--- config.mk ---
export PLATFORM = sky130hd
export DESIGN_NAME = ibex_ex_sequencer
export DESIGN_NICKNAME = d
export VERILOG_FILES = /design/src/rtl/ibex_pkg.sv /design/src/rtl/ibex_imd_val_regs.sv /design/src/rtl/ibex_ex_sequencer.sv
export SDC_FILE = /design/constraint.sdc
export NUM_CORES = 1
export LEC_CHECK = 0
export ABC_AREA = 1
export CAP_MARGIN = 20
export CORE_MARGIN = 8
export CORE_UTILIZATION = 46
export CTS_CLUSTER_SIZE = 20
export DETAILED_ROUTE_END_ITERATION = 10
export PLACE_DENSITY = 0.87
export SLEW_MARGIN = 30
export SYNTH_ARGS = -nofsm -noshare
export SYNTH_HDL_FRONTEND = slang
export SYNTH_HIERARCHICAL = 1
export SYNTH_SLANG_ARGS = --single-unit
--- constraint.sdc ---
create_clock -name clk_i -period 2.6 [get_ports clk_i]
set_clock_uncertainty 0.15 [all_clocks]
set_input_delay 0.65 -clock clk_i [delete_from_list [all_inputs] [get_ports clk_i]]
set_output_delay 0.65 -clock clk_i [all_outputs]
set_load 0.1 [all_outputs]
--- src/rtl/ibex_pkg.sv ---
// Shared types and constants for the EX-stage sequencer.
// Holds the multdiv configuration, the sequencer state encoding and the cycle-count limit.
package ibex_pkg;

    typedef enum integer {
        RV32MNone        = 0,
        RV32MSlow        = 1,
        RV32MFast        = 2,
        RV32MSingleCycle = 3
    } rv32m_e;

    typedef enum logic [1:0] {
        IDLE = 2'd0,
        EXEC = 2'd1,
        HOLD = 2'd2
    } ex_seq_state_e;

    localparam logic [5:0] ExSeqCntMax = 6'd63;
    localparam int unsigned ImdLanes = 2;
    localparam int unsigned ImdWidth = 34;

    // Saturating increment for the EXEC-cycle counter.
    function automatic logic [5:0] sat_inc(input logic [5:0] value);
        sat_inc = (value == ExSeqCntMax) ? value : value + 6'd1;
    endfunction

endpackage

--- src/rtl/ibex_imd_val_regs.sv ---
// Two-lane intermediate-value storage for multicycle EX operations.
// Each lane has its own write enable; a clear wipes both lanes.
module ibex_imd_val_regs
    import ibex_pkg::*;
(
    input  logic                               clk_i,
    input  logic                               rst_i,
    input  logic                               clr_i,
    input  logic [ImdLanes-1:0]                we_i,
    input  logic [ImdLanes-1:0][ImdWidth-1:0]  d_i,
    output logic [ImdLanes-1:0][ImdWidth-1:0]  q_o
);

    logic [ImdLanes-1:0][ImdWidth-1:0] q;

    // Lane storage: reset/clear take priority over per-lane writes.
    always_ff @(posedge clk_i) begin
        if (rst_i) begin
            q <= {(ImdLanes*ImdWidth){1'b0}};
        end else if (clr_i) begin
            q <= {(ImdLanes*ImdWidth){1'b0}};
        end else begin
            for (int k = 0; k < ImdLanes; k++) begin
                if (we_i[k]) begin
                    q[k] <= d_i[k];
                end
            end
        end
    end

    assign q_o = q;

endmodule

--- src/rtl/ibex_ex_sequencer.sv ---
// EX-stage sequencer: tracks one in-flight instruction from issue through writeback,
// steering multdiv enables, intermediate-value storage and a writeback skid register.
module ibex_ex_sequencer
    import ibex_pkg::*;
#(
    parameter rv32m_e RV32M = RV32MFast
) (
    input  logic                               clk_i,
    input  logic                               rst_i,
    input  logic                               issue_valid_i,
    output logic                               issue_ready_o,
    input  logic                               issue_mult_i,
    input  logic                               issue_div_i,
    input  logic                               flush_i,
    input  logic                               ex_valid_i,
    input  logic [31:0]                        result_ex_i,
    input  logic [ImdLanes-1:0]                imd_val_we_i,
    input  logic [ImdLanes-1:0][ImdWidth-1:0]  imd_val_d_i,
    output logic [ImdLanes-1:0][ImdWidth-1:0]  imd_val_q_o,
    output logic                               instr_first_cycle_o,
    output logic                               mult_en_o,
    output logic                               div_en_o,
    output logic                               mult_sel_o,
    output logic                               div_sel_o,
    output logic                               multdiv_ready_id_o,
    output logic                               wb_valid_o,
    output logic [31:0]                        wb_result_o,
    input  logic                               wb_ready_i,
    output logic [5:0]                         exec_cycles_o
);

    ex_seq_state_e state_q, state_d;
    logic          mult_sel_q, div_sel_q, first_q;
    logic [5:0]    cnt_q;
    logic [31:0]   hold_result_q;
    logic          accept, capture, in_exec, in_hold, mult_req, div_req;
    logic [ImdLanes-1:0] imd_we;

    assign mult_req = (RV32M != RV32MNone) & issue_mult_i;
    assign div_req  = (RV32M != RV32MNone) & issue_div_i;
    assign in_exec  = (state_q == EXEC);
    assign in_hold  = (state_q == HOLD);
    assign accept   = (state_q == IDLE) & issue_valid_i & ~flush_i;
    assign capture  = in_exec & ex_valid_i & ~wb_ready_i & ~flush_i;

    // Next-state selection; flush abandons the instruction from any state.
    always_comb begin
        state_d = state_q;
        if (flush_i) begin
            state_d = IDLE;
        end else begin
            case (state_q)
                IDLE:    state_d = accept ? EXEC : IDLE;
                EXEC: begin
                    if (ex_valid_i) begin
                        state_d = wb_ready_i ? IDLE : HOLD;
                    end else begin
                        state_d = EXEC;
                    end
                end
                HOLD:    state_d = wb_ready_i ? IDLE : HOLD;
                default: state_d = IDLE;
            endcase
        end
    end

    // State, issue-time selects, cycle counter and writeback skid register.
    always_ff @(posedge clk_i) begin
        if (rst_i) begin
            state_q       <= IDLE;
            mult_sel_q    <= 1'b0;
            div_sel_q     <= 1'b0;
            first_q       <= 1'b0;
            cnt_q         <= 6'd0;
            hold_result_q <= 32'd0;
        end else begin
            state_q <= state_d;
            if (accept) begin
                mult_sel_q <= mult_req;
                div_sel_q  <= div_req;
                first_q    <= 1'b1;
                cnt_q      <= 6'd0;
            end else begin
                first_q <= 1'b0;
                if (in_exec) begin
                    cnt_q <= sat_inc(cnt_q);
                end
            end
            if (capture) begin
                hold_result_q <= result_ex_i;
            end
        end
    end

    // Writeback path: direct result in EXEC, skid register in HOLD, zero otherwise.
    always_comb begin
        wb_valid_o  = 1'b0;
        wb_result_o = 32'd0;
        if (flush_i || rst_i) begin
            wb_valid_o  = 1'b0;
            wb_result_o = 32'd0;
        end else if (in_exec && ex_valid_i && wb_ready_i) begin
            wb_valid_o  = 1'b1;
            wb_result_o = result_ex_i;
        end else if (in_hold) begin
            wb_valid_o  = 1'b1;
            wb_result_o = hold_result_q;
        end else begin
            wb_valid_o  = 1'b0;
            wb_result_o = 32'd0;
        end
    end

    assign imd_we = (in_exec && !flush_i) ? imd_val_we_i : {ImdLanes{1'b0}};

    ibex_imd_val_regs u_imd_val_regs (
        .clk_i (clk_i),
        .rst_i (rst_i),
        .clr_i (flush_i),
        .we_i  (imd_we),
        .d_i   (imd_val_d_i),
        .q_o   (imd_val_q_o)
    );

    assign issue_ready_o       = (state_q == IDLE);
    assign instr_first_cycle_o = in_exec & first_q;
    assign mult_en_o           = in_exec & mult_sel_q;
    assign div_en_o            = in_exec & div_sel_q;
    assign mult_sel_o          = mult_sel_q;
    assign div_sel_o           = div_sel_q;
    assign multdiv_ready_id_o  = in_exec & wb_ready_i;
    assign exec_cycles_o       = cnt_q;

endmodule

* After elaboration in Yosys (flattened, before gate mapping)
Index checks and enable logic that the tools add are counted.
** Storage, ports and cells
- Register bits after elaboration :: 111
- Latch bits :: 0
- Bits in writable memories :: 0
- ROM bits :: 0
- Input bits :: 110
- Logic and storage cells :: 45
- Memories kept :: 0
** Operators by class
- $add $sub $neg :: 1
- Multiply operators :: 0
- Divide/modulo/power cells :: 0
- Magnitude comparators :: 0
- Equal/unequal tests :: 3
- Shift-type cells :: 0
- Muxes and demuxes :: 12
- Bitwise gates (word level) :: 12
- Reductions and logical operators :: 9
** Operator list (number)
- $mux W32 :: 3
- $and A1 B1 Y1 :: 9
- $add A6 B1 Y6 const B :: 1
- $eq A6 B6 Y1 const B :: 1
- $mux W2 :: 3
- $pmux W2 S3 :: 1
- $mux W1 :: 5
- $reduce_or A2 Y1 :: 2
- $logic_and A1 B1 Y1 :: 3
- $not A1 Y1 :: 3
- $eq A2 B1 Y1 const B :: 1
- $eq A2 B2 Y1 const B :: 1
- $logic_not A2 Y1 :: 1
- $reduce_and A2 Y1 :: 1
- $logic_not A1 Y1 :: 1
- $logic_or A1 B1 Y1 :: 1

* Depth between registers and ports, before layout
- Word-level depth :: 5
- Mapped depth :: 10
- Depth with buffers taken out :: 8

* Hierarchy
The synthesis kept the hierarchy.
** Modules (own cells, without submodules)
- ibex_imd_val_regs :: times used 1, cells an instance 432, area an instance 2792.7 um^2, sequential area each 1361.3 um^2
- ibex_ex_sequencer :: times used 1, cells an instance 340, area an instance 2273.4 um^2, sequential area each 860.8 um^2

* Worst setup path after synthesis
Ideal clock, no wire load.
- Path kind :: input -> output
- Start :: in ex_valid_i
- End :: out wb_result_o[0]
- Arrival time :: 2.678 ns
- Required time :: 1.800 ns
- Path slack :: -0.878 ns
- Stages :: 7
- Buffers on the path :: 1
- Path through :: inv_1 -> nor2_8 -> nand2_8 -> inv_2 -> buf_6 -> nand2_1 -> a21oi_1
** On the way
- Cells in the longest elaborated chain, start to end :: 4
** Ends and longest elaborated chain
- from (decl) :: RTL line ibex_ex_sequencer.sv:15 : input logic ex_valid_i,
- $logic_and A1 B1 Y1 (2 in a row) :: RTL line ibex_ex_sequencer.sv:102 : end else if (in_exec && ex_valid_i && wb_ready_i) begin
- $mux W32 :: RTL line ibex_ex_sequencer.sv:102
- $mux W32 :: RTL line ibex_ex_sequencer.sv:99 : if (flush_i || rst_i) begin
- to (decl) :: RTL line ibex_ex_sequencer.sv:27 : output logic [31:0] wb_result_o,
Every way passes these cells.

* Worst setup path after layout
- Start :: in wb_ready_i
- End :: out wb_result_o[11]
** On the way
- Cells in the longest elaborated chain, start to end :: 3
** Ends and longest elaborated chain
- from (decl) :: RTL line ibex_ex_sequencer.sv:28 : input logic wb_ready_i,
- $logic_and A1 B1 Y1 :: RTL line ibex_ex_sequencer.sv:102
- $mux W32 :: RTL line ibex_ex_sequencer.sv:102
- $mux W32 :: RTL line ibex_ex_sequencer.sv:99
Every way passes these cells.

==> results.yml <==
finish:
  fill_cells: 705
  diodes: 0
  drive_above_1_share_pct: 23.6
  seq_area_sq_um: 2220
  finalNonFillerCells: 1139
  nNetsFinal: 1105
  area_delta_synth_final_pct: 67.7
  multiInputGateArea_sq_um: 2720
synthesis:
  synth_area_sq_um: 5070
  synthesis.nets: 883
  synth.avg_cell_area_sq_um: 6.56
  synth-warning-count: 6
  synth_common_cells: "nand2_1 (199), nor2_1 (172), dfxtp_1 (111)"
  synth_top_cell_by_area: "dfxtp_1"
  syn-instance-count: 772
  ys_ff_latch: 111
  synth_ff_type: "dfxtp_1"
  seq_area_frac_synth_pct: 43.9
  synth_most_common_cell: "nand2_1"
  yosys-top-cells-area: "dfxtp_1 (44%), nand2_1 (15%), nor2_1 (13%)"
  synth_top_cell_area_share_pct: 43.9
  synth_cell_types: 23
  synthArstFlopShare_pct: 0
  synth_edf_count: 0
clocking:
  hold_buffers: 0
  cts_buffers: 9
  root_buffer: "clkbuf_8"
  htreeDepth: 3
  clock_path_buffers: 2
  cts_tree: "done"
  clk_pin_slew_ns: 0.10
  cts.sinks: 111
  clk_latency_ns: 0.38
placement:
  portBuffers: 223
  dpl.cell_count: 1108
  dp_hpwl_um: 11500
  gp_congestion: 0.799
global_route:
  antenna_found_initial: 0
  grt_start_max_net_pins: 69
  grt_remaining_overflow: 0
  grt_pass1_wl_um: 25700
  grtUsageTotal_pct: 21.9
  grt_pass1_vias: 5056
drt:
  final_antenna_net_count: 0
  drt_iter0_markers: 561
  wl_um: 18600
  via_count: 5671
  drc: 0
  viasPerCell: 4.98
  routedWlPerCell_um: 16.4
  drt_first_pass_iters: 5
die:
  dieArea_sq_um: 14600
  core_area_sq_um: 10800
  io-pin-count: 224
  die_w_um: 121
  die_y_um: 121
  start_util_pct: 46.9
  row_count: 38
sta:
  tns_ns: -0.680
  fin_crit_ns: 2.66
  fin_crit_sh_pct: 102
  whs_ns: 0.317
  report.final.slew_viol_count: 0
  hold_viol_final: 0
  worst_pin_slew_ns: 0.547
  timing.fmax_mhz: 376
  relSlewSlack_pct: 63.5
  rsz0062_at_grt: "yes"
  setup_ws_ns: -0.0625
  finalSetupViolations: 30
pwr:
  leakage_nw: 3.50
  p_per_area_nw_per_um2: 376
  ir_drop_mv: 0.436
critical_path:
  crit_type: "in -> out"
  crit_start: "wb_ready_i"
  worst_setup_path_start_kind: "primary input"
  arrival_ns: 1.86
  rr_endpoint: "hold_result_q[27]$_SDFFE_PP0P_"
  critPathMaxFanout: 11
  worstPathRequired_ns: 1.80
  end_kind: "output pin"
  reg2reg_slack_ns: 0.26
  r2r-start: "state_q[1]$_SDFF_PN0_"
  worstRegToRegCells: 10
worst_hold_path:
  hp-start: "hold_result_q[23]$_SDFFE_PP0P_"
  hold_path_class: "reg -> reg"
  min_to: "hold_result_q[23]$_SDFFE_PP0P_"
  whs_path_depth: 2
outcome:
  run_status: "finished, violations left"
  violations: "negative setup slack"
run:
  cap_violations: 0
## worst max-delay path by stage
stage                      endpoint  slack, ns  depth (start not counted)
global placement    wb_result_o[27]      -0.33                          8
global route        wb_result_o[11]      -0.16                          8
floorplan           wb_result_o[10]      -0.25                          7
CTS                  wb_result_o[5]      -0.04                         10
finish              wb_result_o[11]      -0.06                          6
detailed placement  wb_result_o[27]      -0.40                          9
## repair_timing
item	4_1_cts	5_1_grt
gates cloned	4	2
setup endpoints to repair	33	32
resized for setup	38	55
pin swaps	4	20
setup buffers	5	4
## per-stage QoR
step	power [mW]	instance area [sq um]	setup slack, ns	util, %
6_report	3.19	8500	-0.0625	78.7
4_1_cts	3.18	8200	-0.0413	76.0
3_5_place_dp	2.20	7780	-0.401	72.1
5_1_grt	3.32	8500	-0.157	78.7
2_1_floorplan	1.97	5270	-0.255	-
3_3_place_gp	2.19	7780	-0.330	72.1
## logic make-up after synthesis
kind of cell	synth area share (%)
buffers and inverters	13.8
xor gates and xnor gates	0.173
adders and majority gates	0.247
and+or+nand+nor	32.6
DFF	43.9
AOI/OAI and AO/OA	9.34
## per-layer routing
metal  global-route usage (%)  part of all wire (%)
met3                     8.79                    10
met5                        0                     0
met4                     10.1                   3.9
met1                     23.3                    36
met2                     37.2                    50
## power by group
part | internal, mW | switching [mW]
Combinational | 0.228 | 0.261
Sequential | 1.71 | 0.00746
Clock | 0.359 | 0.627
Total | 2.30 | 0.895
## layout make-up
| cell class | count | share of cell area [%] |
|---|---|---|
| multi-input combinational | 509 | 32.0 |
| tap | 140 | 2.06 |
| clock inverter | 7 | 0.663 |
| sequential | 111 | 26.2 |
| timing repair buffer | 251 | 32.7 |
| clock buffer | 9 | 1.46 |
| inverter | 112 | 4.95 |
## cell usage in the layout, fill, tap and decap left out, drive strengths merged, types with 3 or more instances in the layout
cell type and instances:
clkinv 4, clkbuf 10, nor2 175, nand3 27
dfxtp 111, nand4 3, o21ai 46, clkdlybuf4s50 105
nand2 207, dlygate4sd2 3, buf 142, inv 114
a21oi 47
## worst max-delay path, cell delays in order
cell and delay [ns]:
dlygate4sd2_1 0.34, nand2_8 0.11, inv_2 0.21, nand2_1 0.14
a21oi_4 0.20, buf_12 0.19
## sequential cells by signal (all words and copies together), names as in the netlist
name                cells
exec_cycles_o           6
first_q                 1
mult_sel_o              1
u_imd_val_regs/q_o     68
state_q                 2
div_sel_o               1
hold_result_q          32
(Power assumes the default switching activity.)
